### src/rtl/mc_pkg.sv
// Shared encodings for the multicycle control unit: FSM states, instruction
// fields, datapath select codes and the bundled control word.
package mc_pkg;

  typedef enum logic [3:0] {
    S_FETCH     = 4'd0,
    S_DECODE    = 4'd1,
    S_MEM_ADDR  = 4'd2,
    S_MEM_READ  = 4'd3,
    S_MEM_WB    = 4'd4,
    S_MEM_WRITE = 4'd5,
    S_EXECUTE   = 4'd6,
    S_R_WB      = 4'd7,
    S_BRANCH    = 4'd8,
    S_JUMP      = 4'd9,
    S_ADDI_EX   = 4'd10,
    S_ADDI_WB   = 4'd11
  } state_t;

  // Which kind of ALU operation a state needs; the decoder turns this into alu_ctrl.
  typedef enum logic [1:0] {
    ALU_OP_NONE  = 2'd0,
    ALU_OP_ADD   = 2'd1,
    ALU_OP_SUB   = 2'd2,
    ALU_OP_FUNCT = 2'd3
  } alu_op_t;

  localparam logic [5:0] OP_RTYPE = 6'b000000;
  localparam logic [5:0] OP_LW    = 6'b100011;
  localparam logic [5:0] OP_SW    = 6'b101011;
  localparam logic [5:0] OP_BEQ   = 6'b000100;
  localparam logic [5:0] OP_J     = 6'b000010;
  localparam logic [5:0] OP_ADDI  = 6'b001000;

  localparam logic [5:0] FN_ADD = 6'b100000;
  localparam logic [5:0] FN_SUB = 6'b100010;
  localparam logic [5:0] FN_AND = 6'b100100;
  localparam logic [5:0] FN_OR  = 6'b100101;
  localparam logic [5:0] FN_SLT = 6'b101010;

  localparam logic [2:0] ALU_ADD = 3'b010;
  localparam logic [2:0] ALU_SUB = 3'b110;
  localparam logic [2:0] ALU_AND = 3'b000;
  localparam logic [2:0] ALU_OR  = 3'b001;
  localparam logic [2:0] ALU_SLT = 3'b111;

  localparam logic [1:0] SRCB_B      = 2'b00;
  localparam logic [1:0] SRCB_FOUR   = 2'b01;
  localparam logic [1:0] SRCB_IMM    = 2'b10;
  localparam logic [1:0] SRCB_IMM_SH = 2'b11;

  localparam logic [1:0] PCSRC_ALU    = 2'b00;
  localparam logic [1:0] PCSRC_ALUOUT = 2'b01;
  localparam logic [1:0] PCSRC_JUMP   = 2'b10;

  typedef struct packed {
    logic       pc_write;
    logic       pc_write_cond;
    logic       i_or_d;
    logic       mem_read;
    logic       mem_write;
    logic       ir_write;
    logic       reg_write;
    logic       reg_dst;
    logic       mem_to_reg;
    logic       alu_src_a;
    logic [1:0] alu_src_b;
    logic [1:0] pc_source;
    logic [2:0] alu_ctrl;
    logic       instr_done;
    logic       illegal;
  } ctrl_t;

endpackage

### src/rtl/alu_control_decoder.sv
// Maps the current state's ALU operation class and the funct field to the
// ALU control code; flags funct values the ALU does not support.
module alu_control_decoder
  import mc_pkg::*;
(
  input  alu_op_t    alu_op,
  input  logic [5:0] funct,
  output logic [2:0] alu_ctrl,
  output logic       funct_illegal
);

  // States with no ALU use drive 000; funct is only looked at for R-type execute.
  always_comb begin
    alu_ctrl      = 3'b000;
    funct_illegal = 1'b0;
    case (alu_op)
      ALU_OP_ADD: alu_ctrl = ALU_ADD;
      ALU_OP_SUB: alu_ctrl = ALU_SUB;
      ALU_OP_FUNCT: begin
        case (funct)
          FN_ADD:  alu_ctrl = ALU_ADD;
          FN_SUB:  alu_ctrl = ALU_SUB;
          FN_AND:  alu_ctrl = ALU_AND;
          FN_OR:   alu_ctrl = ALU_OR;
          FN_SLT:  alu_ctrl = ALU_SLT;
          default: funct_illegal = 1'b1;
        endcase
      end
      default: alu_ctrl = 3'b000;
    endcase
  end

endmodule

### src/rtl/multicycle_controller.sv
// Multicycle control FSM: sequences fetch, decode, execute, memory and
// write-back over a shared ALU and memory port, and counts retired instructions.
//
// Memory handshake: a memory state (FETCH, MEM_READ, MEM_WRITE) presents its
// request for as long as it is resident; mem_ready=1 in a cycle means the
// access completed in that cycle, so the state advances on that edge and the
// FETCH-only strobes (ir_write, pc_write) fire in that same cycle only.
// mem_ready is ignored in every other state.
module multicycle_controller
  import mc_pkg::*;
#(
  parameter int CNT_W = 32
) (
  input  logic             clock,
  input  logic             reset,
  input  logic [5:0]       opcode,
  input  logic [5:0]       funct,
  input  logic             mem_ready,
  output logic             pc_write,
  output logic             pc_write_cond,
  output logic             i_or_d,
  output logic             mem_read,
  output logic             mem_write,
  output logic             ir_write,
  output logic             reg_write,
  output logic             reg_dst,
  output logic             mem_to_reg,
  output logic             alu_src_a,
  output logic [1:0]       alu_src_b,
  output logic [1:0]       pc_source,
  output logic [2:0]       alu_ctrl,
  output logic [3:0]       state,
  output logic             instr_done,
  output logic             illegal,
  output logic [CNT_W-1:0] retired
);

  state_t           state_q;
  state_t           state_d;
  ctrl_t            c;
  ctrl_t            c_out;
  alu_op_t          alu_op;
  logic [2:0]       dec_alu_ctrl;
  logic             funct_illegal;
  logic [CNT_W-1:0] retired_q;

  // ALU operation class depends on state only, keeping the decoder off any loop.
  always_comb begin
    alu_op = ALU_OP_NONE;
    case (state_q)
      S_FETCH, S_DECODE, S_MEM_ADDR, S_ADDI_EX: alu_op = ALU_OP_ADD;
      S_BRANCH:                                 alu_op = ALU_OP_SUB;
      S_EXECUTE:                                alu_op = ALU_OP_FUNCT;
      default:                                  alu_op = ALU_OP_NONE;
    endcase
  end

  alu_control_decoder u_alu_dec (
    .alu_op        (alu_op),
    .funct         (funct),
    .alu_ctrl      (dec_alu_ctrl),
    .funct_illegal (funct_illegal)
  );

  // Next-state and control decode; anything not set for a state stays 0.
  always_comb begin
    state_d    = S_FETCH;
    c          = '0;
    c.alu_ctrl = dec_alu_ctrl;
    case (state_q)
      S_FETCH: begin
        c.mem_read  = 1'b1;
        c.alu_src_b = SRCB_FOUR;
        c.pc_source = PCSRC_ALU;
        if (mem_ready) begin
          c.ir_write = 1'b1;
          c.pc_write = 1'b1;
          state_d    = S_DECODE;
        end else begin
          state_d = S_FETCH;
        end
      end
      S_DECODE: begin
        c.alu_src_b = SRCB_IMM_SH;
        case (opcode)
          OP_LW, OP_SW: state_d = S_MEM_ADDR;
          OP_RTYPE:     state_d = S_EXECUTE;
          OP_BEQ:       state_d = S_BRANCH;
          OP_J:         state_d = S_JUMP;
          OP_ADDI:      state_d = S_ADDI_EX;
          default: begin
            state_d      = S_FETCH;
            c.illegal    = 1'b1;
            c.instr_done = 1'b1;
          end
        endcase
      end
      S_MEM_ADDR: begin
        c.alu_src_a = 1'b1;
        c.alu_src_b = SRCB_IMM;
        state_d     = (opcode == OP_LW) ? S_MEM_READ : S_MEM_WRITE;
      end
      S_MEM_READ: begin
        c.mem_read = 1'b1;
        c.i_or_d   = 1'b1;
        state_d    = mem_ready ? S_MEM_WB : S_MEM_READ;
      end
      S_MEM_WB: begin
        c.reg_write  = 1'b1;
        c.mem_to_reg = 1'b1;
        c.instr_done = 1'b1;
      end
      S_MEM_WRITE: begin
        c.mem_write = 1'b1;
        c.i_or_d    = 1'b1;
        if (mem_ready) begin
          c.instr_done = 1'b1;
          state_d      = S_FETCH;
        end else begin
          state_d = S_MEM_WRITE;
        end
      end
      S_EXECUTE: begin
        c.alu_src_a = 1'b1;
        c.alu_src_b = SRCB_B;
        if (funct_illegal) begin
          c.illegal    = 1'b1;
          c.instr_done = 1'b1;
          state_d      = S_FETCH;
        end else begin
          state_d = S_R_WB;
        end
      end
      S_R_WB: begin
        c.reg_write  = 1'b1;
        c.reg_dst    = 1'b1;
        c.instr_done = 1'b1;
      end
      S_BRANCH: begin
        c.alu_src_a     = 1'b1;
        c.alu_src_b     = SRCB_B;
        c.pc_write_cond = 1'b1;
        c.pc_source     = PCSRC_ALUOUT;
        c.instr_done    = 1'b1;
      end
      S_JUMP: begin
        c.pc_write   = 1'b1;
        c.pc_source  = PCSRC_JUMP;
        c.instr_done = 1'b1;
      end
      S_ADDI_EX: begin
        c.alu_src_a = 1'b1;
        c.alu_src_b = SRCB_IMM;
        state_d     = S_ADDI_WB;
      end
      S_ADDI_WB: begin
        c.reg_write  = 1'b1;
        c.instr_done = 1'b1;
      end
      default: begin
        c       = '0;
        state_d = S_FETCH;
      end
    endcase
  end

  // State register.
  always_ff @(posedge clock) begin
    if (reset) state_q <= S_FETCH;
    else       state_q <= state_d;
  end

  // Retired counter: legal completions only, free-running wrap.
  always_ff @(posedge clock) begin
    if (reset)                          retired_q <= '0;
    else if (c.instr_done && !c.illegal) retired_q <= retired_q + CNT_W'(1);
  end

  // Every output is held at 0 while reset is high, so no strobe escapes an abort.
  assign c_out         = reset ? '0 : c;
  assign pc_write      = c_out.pc_write;
  assign pc_write_cond = c_out.pc_write_cond;
  assign i_or_d        = c_out.i_or_d;
  assign mem_read      = c_out.mem_read;
  assign mem_write     = c_out.mem_write;
  assign ir_write      = c_out.ir_write;
  assign reg_write     = c_out.reg_write;
  assign reg_dst       = c_out.reg_dst;
  assign mem_to_reg    = c_out.mem_to_reg;
  assign alu_src_a     = c_out.alu_src_a;
  assign alu_src_b     = c_out.alu_src_b;
  assign pc_source     = c_out.pc_source;
  assign alu_ctrl      = c_out.alu_ctrl;
  assign instr_done    = c_out.instr_done;
  assign illegal       = c_out.illegal;
  assign state         = reset ? 4'd0 : state_q;
  assign retired       = reset ? '0 : retired_q;

endmodule
### config.mk
export PLATFORM = sky130hd
export DESIGN_NAME = multicycle_controller
export DESIGN_NICKNAME = d
export VERILOG_FILES = /design/src/rtl/mc_pkg.sv /design/src/rtl/alu_control_decoder.sv /design/src/rtl/multicycle_controller.sv
export SDC_FILE = /design/constraint.sdc
export NUM_CORES = 1
export LEC_CHECK = 0
export CORE_MARGIN = 2
export CORE_UTILIZATION = 51
export DETAILED_ROUTE_END_ITERATION = 8
export PLACE_DENSITY = 0.84
export SLEW_MARGIN = 25
export SYNTH_ARGS = -nofsm -noshare
export SYNTH_HDL_FRONTEND = slang
export SYNTH_SLANG_ARGS = --single-unit
### constraint.sdc
create_clock -name clock -period 5.7 [get_ports clock]
set_input_delay 1.71 -clock clock [delete_from_list [all_inputs] [get_ports clock]]
set_output_delay 1.71 -clock clock [all_outputs]
set_load 0.01 [all_outputs]
# ---- After elaboration in Yosys (flattened, before gate mapping)
# Index checks and enable logic that the tools add are counted.
dict set report word_totals {
  mem_bits_ro 0
  latch_bits 0
  in_bits 15
  wordCells 75
  n_memories 0
  output_inout_bits 55
  register_bits 36
  ram_bits 0
}
dict set report classes {
  multipliers 0
  n_shift 0
  n_bitwise 0
  muxes 33
  n_eq_ne 24
  reduce_logical 15
  addsub 1
  order_cmp 0
  n_div 0
}
# op count
set op_table {}
lappend op_table {{$eq 6x6->1 const B} 7}
lappend op_table {{$add 32x1->32 const B} 1}
lappend op_table {{$mux 32} 1}
lappend op_table {{$pmux 4 s7} 1}
lappend op_table {{$pmux 4 s5} 1}
lappend op_table {{$mux 19} 1}
lappend op_table {{$eq 4x3->1 const B} 4}
lappend op_table {{$eq 4x4->1 const B} 4}
lappend op_table {{$mux 3} 5}
lappend op_table {{$mux 1} 13}
lappend op_table {{$pmux 2 s3} 2}
lappend op_table {{$pmux 3 s4} 1}
lappend op_table {{$reduce_or 12->1} 1}
lappend op_table {{$reduce_or 5->1} 2}
lappend op_table {{$pmux 3 s3} 1}
lappend op_table {{$eq 4x2->1 const B} 2}
lappend op_table {{$reduce_or 2->1} 4}
lappend op_table {{$reduce_or 4->1} 2}
lappend op_table {{$eq 6x2->1 const B} 1}
lappend op_table {{$eq 6x3->1 const B} 1}
lappend op_table {{$eq 6x4->1 const B} 1}
lappend op_table {{$logic_not 6->1} 1}
lappend op_table {{$reduce_or 6->1} 1}
lappend op_table {{$eq 2x2->1 const B} 2}
lappend op_table {{11 further kinds} 13}

# ---- Depth between registers and ports, before layout
dict set report logic_depth {
  depth_word 9
  depth_mapped 7
  mapped_depth_nobuf 5
}

# ---- Modules after synthesis
# From an unflattened synthesis, not the netlist that was laid out.
dict set report unflattened {
  cells_unflattened 338
  hier_area_um2 2553.7
}
# module seq_area_each_um2 instances cells_per_inst area_per_inst_um2
set modules_own_cells {}
lappend modules_own_cells {multicycle_controller 720.7 1 323 2427.3}
lappend modules_own_cells {alu_control_decoder 0.0 1 15 126.4}

# ---- Worst setup path after synthesis
# Ideal clock, no wire load.
dict set report synth_timing {
  path_kind {input to output}
  start {in opcode[0]}
  end {out instr_done}
  stages 5
  path_slack_ns 1.179
  required_time_ns 3.990
  arrival_ns 2.811
  cell_sequence {or4_1 -> a211oi_1 -> nor3_1 -> a2bb2oi_1 -> a21oi_1}
}
dict set report synth_between {
  elab_chain_len 5
  word_cells_on_any_way 10
  cone_classes {5 x eq/ne; 3 x mux; 2 x reduce/logical}
}
# item line_no
set synth_lines {}
lappend synth_lines {{from (decl)} multicycle_controller.sv:16} ;# input logic [5:0] opcode,
lappend synth_lines {{$eq 6x6->1, or another cell as far along} multicycle_controller.sv:85} ;# case (opcode)
lappend synth_lines {{$reduce_or 6->1 (no source line) *} -}
lappend synth_lines {{$mux 2 *} multicycle_controller.sv:85}
lappend synth_lines {{$pmux 1 s4 *} multicycle_controller.sv:70} ;# case (state_q)
lappend synth_lines {{$mux 19 *} multicycle_controller.sv:180} ;# assign c_out = reset ? '0 : c;
lappend synth_lines {{to (decl)} multicycle_controller.sv:33} ;# output logic instr_done,
# Mark *: on every way between the ends. The rest lies on a longest branch, timed or not.

# ---- Worst setup path in the final report
# Ends and elaborated chain as after synthesis.

==> results.cfg <==
[clocking]
cts.reportedPaths.clkPinSlew_ns = 0.07
clk_latency_ns = 0.29
ctsResizeCount = 0
post_cts_buffers = 0
clock_sinks = 36
cts-root-buf = clkbuf_8
ctsHoldBuffers = 0
cts_buffers = 5
htree_levels = 2
clock_path_buffers = 2
cts_tree = done

[run_status]
status = finished clean

[detailed_routing]
ant_nets = 0
routedWlPerCell_um = 13.6
post-route-drc-count = 0
dr.pass1.iters = 4
vias_per_cell = 5.67
dr_total_vias = 2454
drtIter0Drc = 185
drt_wl_total_mm = 5.87

[setup_path]
required_ns = 3.99
rr_startpoint = state_q[0]$_SDFF_PP0_
crit_type = in2out
end_kind = primary output
path_max_fanout = 5
crit_path_start_kind = input pin
r2r_end = retired_q[26]$_SDFFE_PP0P_
cp.arrival_ns = 3.84
reg2reg_slack_ns = 3.03
reg2reg_depth = 6

[sta]
tightest_slew_ns = 0.657
clock_skew_ns = 0.00705
rsz0062_at_grt = false
tns_ns = 0
setup_viol = 0
fin_crit_ns = 5.55
drv_slew = 0
fin_crit_sh_pct = 97.3
slew_headroom_pct = 55.6
hold_viol_final = 0
max_freq_mhz = 180

[layout]
drive_gt1_share_pct = 4.72
n_fill_cell = 374
multiInputGateArea_sq_mm = 0.00149
area_growth_pct = 34.1
final_nets = 396
antenna_cells = 0
finalNonFillerCells = 433
regArea_sq_um = 721

[floorplan]
fp.dieW_um = 71.5
start_util_pct = 53.0
dieArea_sq_mm = 0.00511
row_count = 24
io_pins = 70
core-area_sq_mm = 0.00438
fp.dieH_um = 71.5

[place]
port_buffers = 69
dp.cells = 425
dp_hpwl_mm = 4.18
gp_congestion = 0.894

[power_and_ir_drop]
p_clk_share_pct = 38.7
power.share.switching_pct = 24.3
power_switching_mw = 0.120
vdd_drop_max_mv = 0.0756
pwr_density_cell_mw_per_mm2 = 158
p_leak_nw = 1.03
internal_power_mw = 0.373
combPwrFrac_pct = 9.7
seqPwrFrac_pct = 51.6

[yosys]
synthDistinctLibCells = 41
synth-warning-count = 0
async_flop_share_pct = 0
syn_inst = 319
yosys_register_bits = 36
synth_nets = 335
seq_area_frac_synth_pct = 31.0
syn_area_sq_mm = 0.00232
synth_edf_count = 0
synth_flop_cell = dfxtp_1
synth.avg_cell_area_sq_um = 7.29

[global_routing]
grt_first_pass_wirelength_mm = 9.76
grt_pass1_vias = 2235
grt_start_max_net_pins = 48
antenna_found_initial = 0
grt_use_total_pct = 23.3
grt_overflow = 0

[hold_path]
min_from = retired_q[28]$_SDFFE_PP0P_
whs_endpoint = retired_q[28]$_SDFFE_PP0P_
min_path_cells = 2
hp-class = reg2reg

[job]
drv_cap = 0
-- layer usage --
| metal | track usage, % | part of all wire [%] |
|---|---|---|
| met2 | 38.5 | 46 |
| met4 | 7.13 | 1.7 |
| met3 | 5.77 | 6.4 |
| met1 | 30.0 | 46 |
| met5 | 0 | 0 |
-- worst max-delay path by stage --
| stage | depth (start not counted) | slack (ns) | from | endpoint |
|---|---|---|---|---|
| global placement | 7 | 0.18 | opcode[0] | instr_done |
| finish | 7 | 0.15 | opcode[0] | instr_done |
| floorplan | 5 | 1.18 | opcode[0] | instr_done |
| global route | 7 | 0.05 | opcode[0] | instr_done |
| CTS | 7 | 0.16 | opcode[0] | instr_done |
| detailed placement | 7 | 0.16 | opcode[0] | instr_done |
-- cells in the mapped netlist, types with 2 or more instances --
cell type | number | area (sq um)
or3_1 | 11 | 68.8
a21oi_1 | 22 | 110
a31oi_1 | 3 | 18.8
and2_1 | 3 | 18.8
nand2_1 | 21 | 78.8
or4_1 | 7 | 52.6
o21ai_0 | 13 | 65.1
nor2b_1 | 36 | 225
nor4bb_1 | 2 | 20.0
nand3_1 | 17 | 85.1
buf_1 | 3 | 11.3
nor2_1 | 40 | 150
nor3_1 | 15 | 75.1
or2_2 | 2 | 12.5
mux2_2 | 2 | 22.5
a2bb2oi_1 | 2 | 17.5
o2111ai_1 | 2 | 17.5
nor4_1 | 5 | 31.3
nand4_1 | 11 | 68.8
inv_1 | 8 | 30.0
xnor2_1 | 2 | 17.5
nand2b_1 | 4 | 25.0
o21bai_1 | 2 | 15.0
and3_1 | 6 | 37.5
xor2_1 | 14 | 123
dfxtp_1 | 36 | 721
o31ai_1 | 3 | 22.5
clkbuf_1 | 14 | 52.6
-- worst max-delay path: stages --
cell and delay, ns:
clkdlybuf4s50_1 0.46, or4_1 0.53, a211oi_1 0.26, nor3_1 0.07, a2bb2oi_1 0.22, a21oi_1 0.10, clkdlybuf4s50_1 0.49
-- power by group through the flow --
stage          combinational, mW  clock (mW)  sequential (mW)
6_report                  0.0477       0.191            0.254
3_5_place_dp              0.0473           0            0.260
3_3_place_gp              0.0468           0            0.260
5_1_grt                   0.0524       0.201            0.254
4_1_cts                   0.0476       0.194            0.254
2_1_floorplan             0.0247           0            0.258
-- cell type report --
class | instances | share of cell area, %
multi-input cells | 256 | 47.9
flip-flops and latches | 36 | 23.1
repair buffers | 73 | 23.0
clock buffers | 7 | 2.77
well taps | 52 | 2.09
inverters | 8 | 0.963
clock inverters | 1 | 0.241
-- kinds of logic after synthesis --
logic type	share of synthesized area, %
AO/OA/AOI/OAI	13.7
XOR/XNOR	6.03
adder cells (fa/ha/maj)	0.538
buffers and inverters	4.84
flip-flops	31.0
multiplexers	1.40
AND/OR/NAND/NOR	42.5
-- metrics by stage --
stage / power (mW) / instance area [sq um] / util [%] / worst slack (ns) / hold slack [ns]
4_1_cts: 0.495 / 3120 / 71.1 / 0.156 / 0.490
3_3_place_gp: 0.307 / 3020 / 68.9 / 0.176 / 0.464
3_5_place_dp: 0.307 / 3020 / 68.9 / 0.164 / 0.476
6_report: 0.493 / 3120 / 71.1 / 0.154 / 0.488
5_1_grt: 0.508 / 3120 / 71.1 / 0.0495 / 0.522
2_1_floorplan: 0.283 / 2320 / - / 1.18 / 0.454
-- state kept, by name, summed over array words and instances (netlist names) --
name,flops
retired_q,32
state_q,4
-- cell usage in the layout, fill, tap and decap left out, types with 4 or more instances in the layout --
cell type,count
dfxtp_1,36
nor2_1,40
nand2b_1,4
a21oi_1,22
nand2_1,21
nand4_1,11
nor3_1,15
nor2b_1,36
and3_1,6
o21ai_0,13
buf_4,4
or4_1,7
nand3_1,17
clkbuf_8,6
xor2_1,14
or3_1,11
nor4_1,5
clkdlybuf4s50_1,68
inv_1,8
Note: power is estimated with default switching activity, not from simulation.
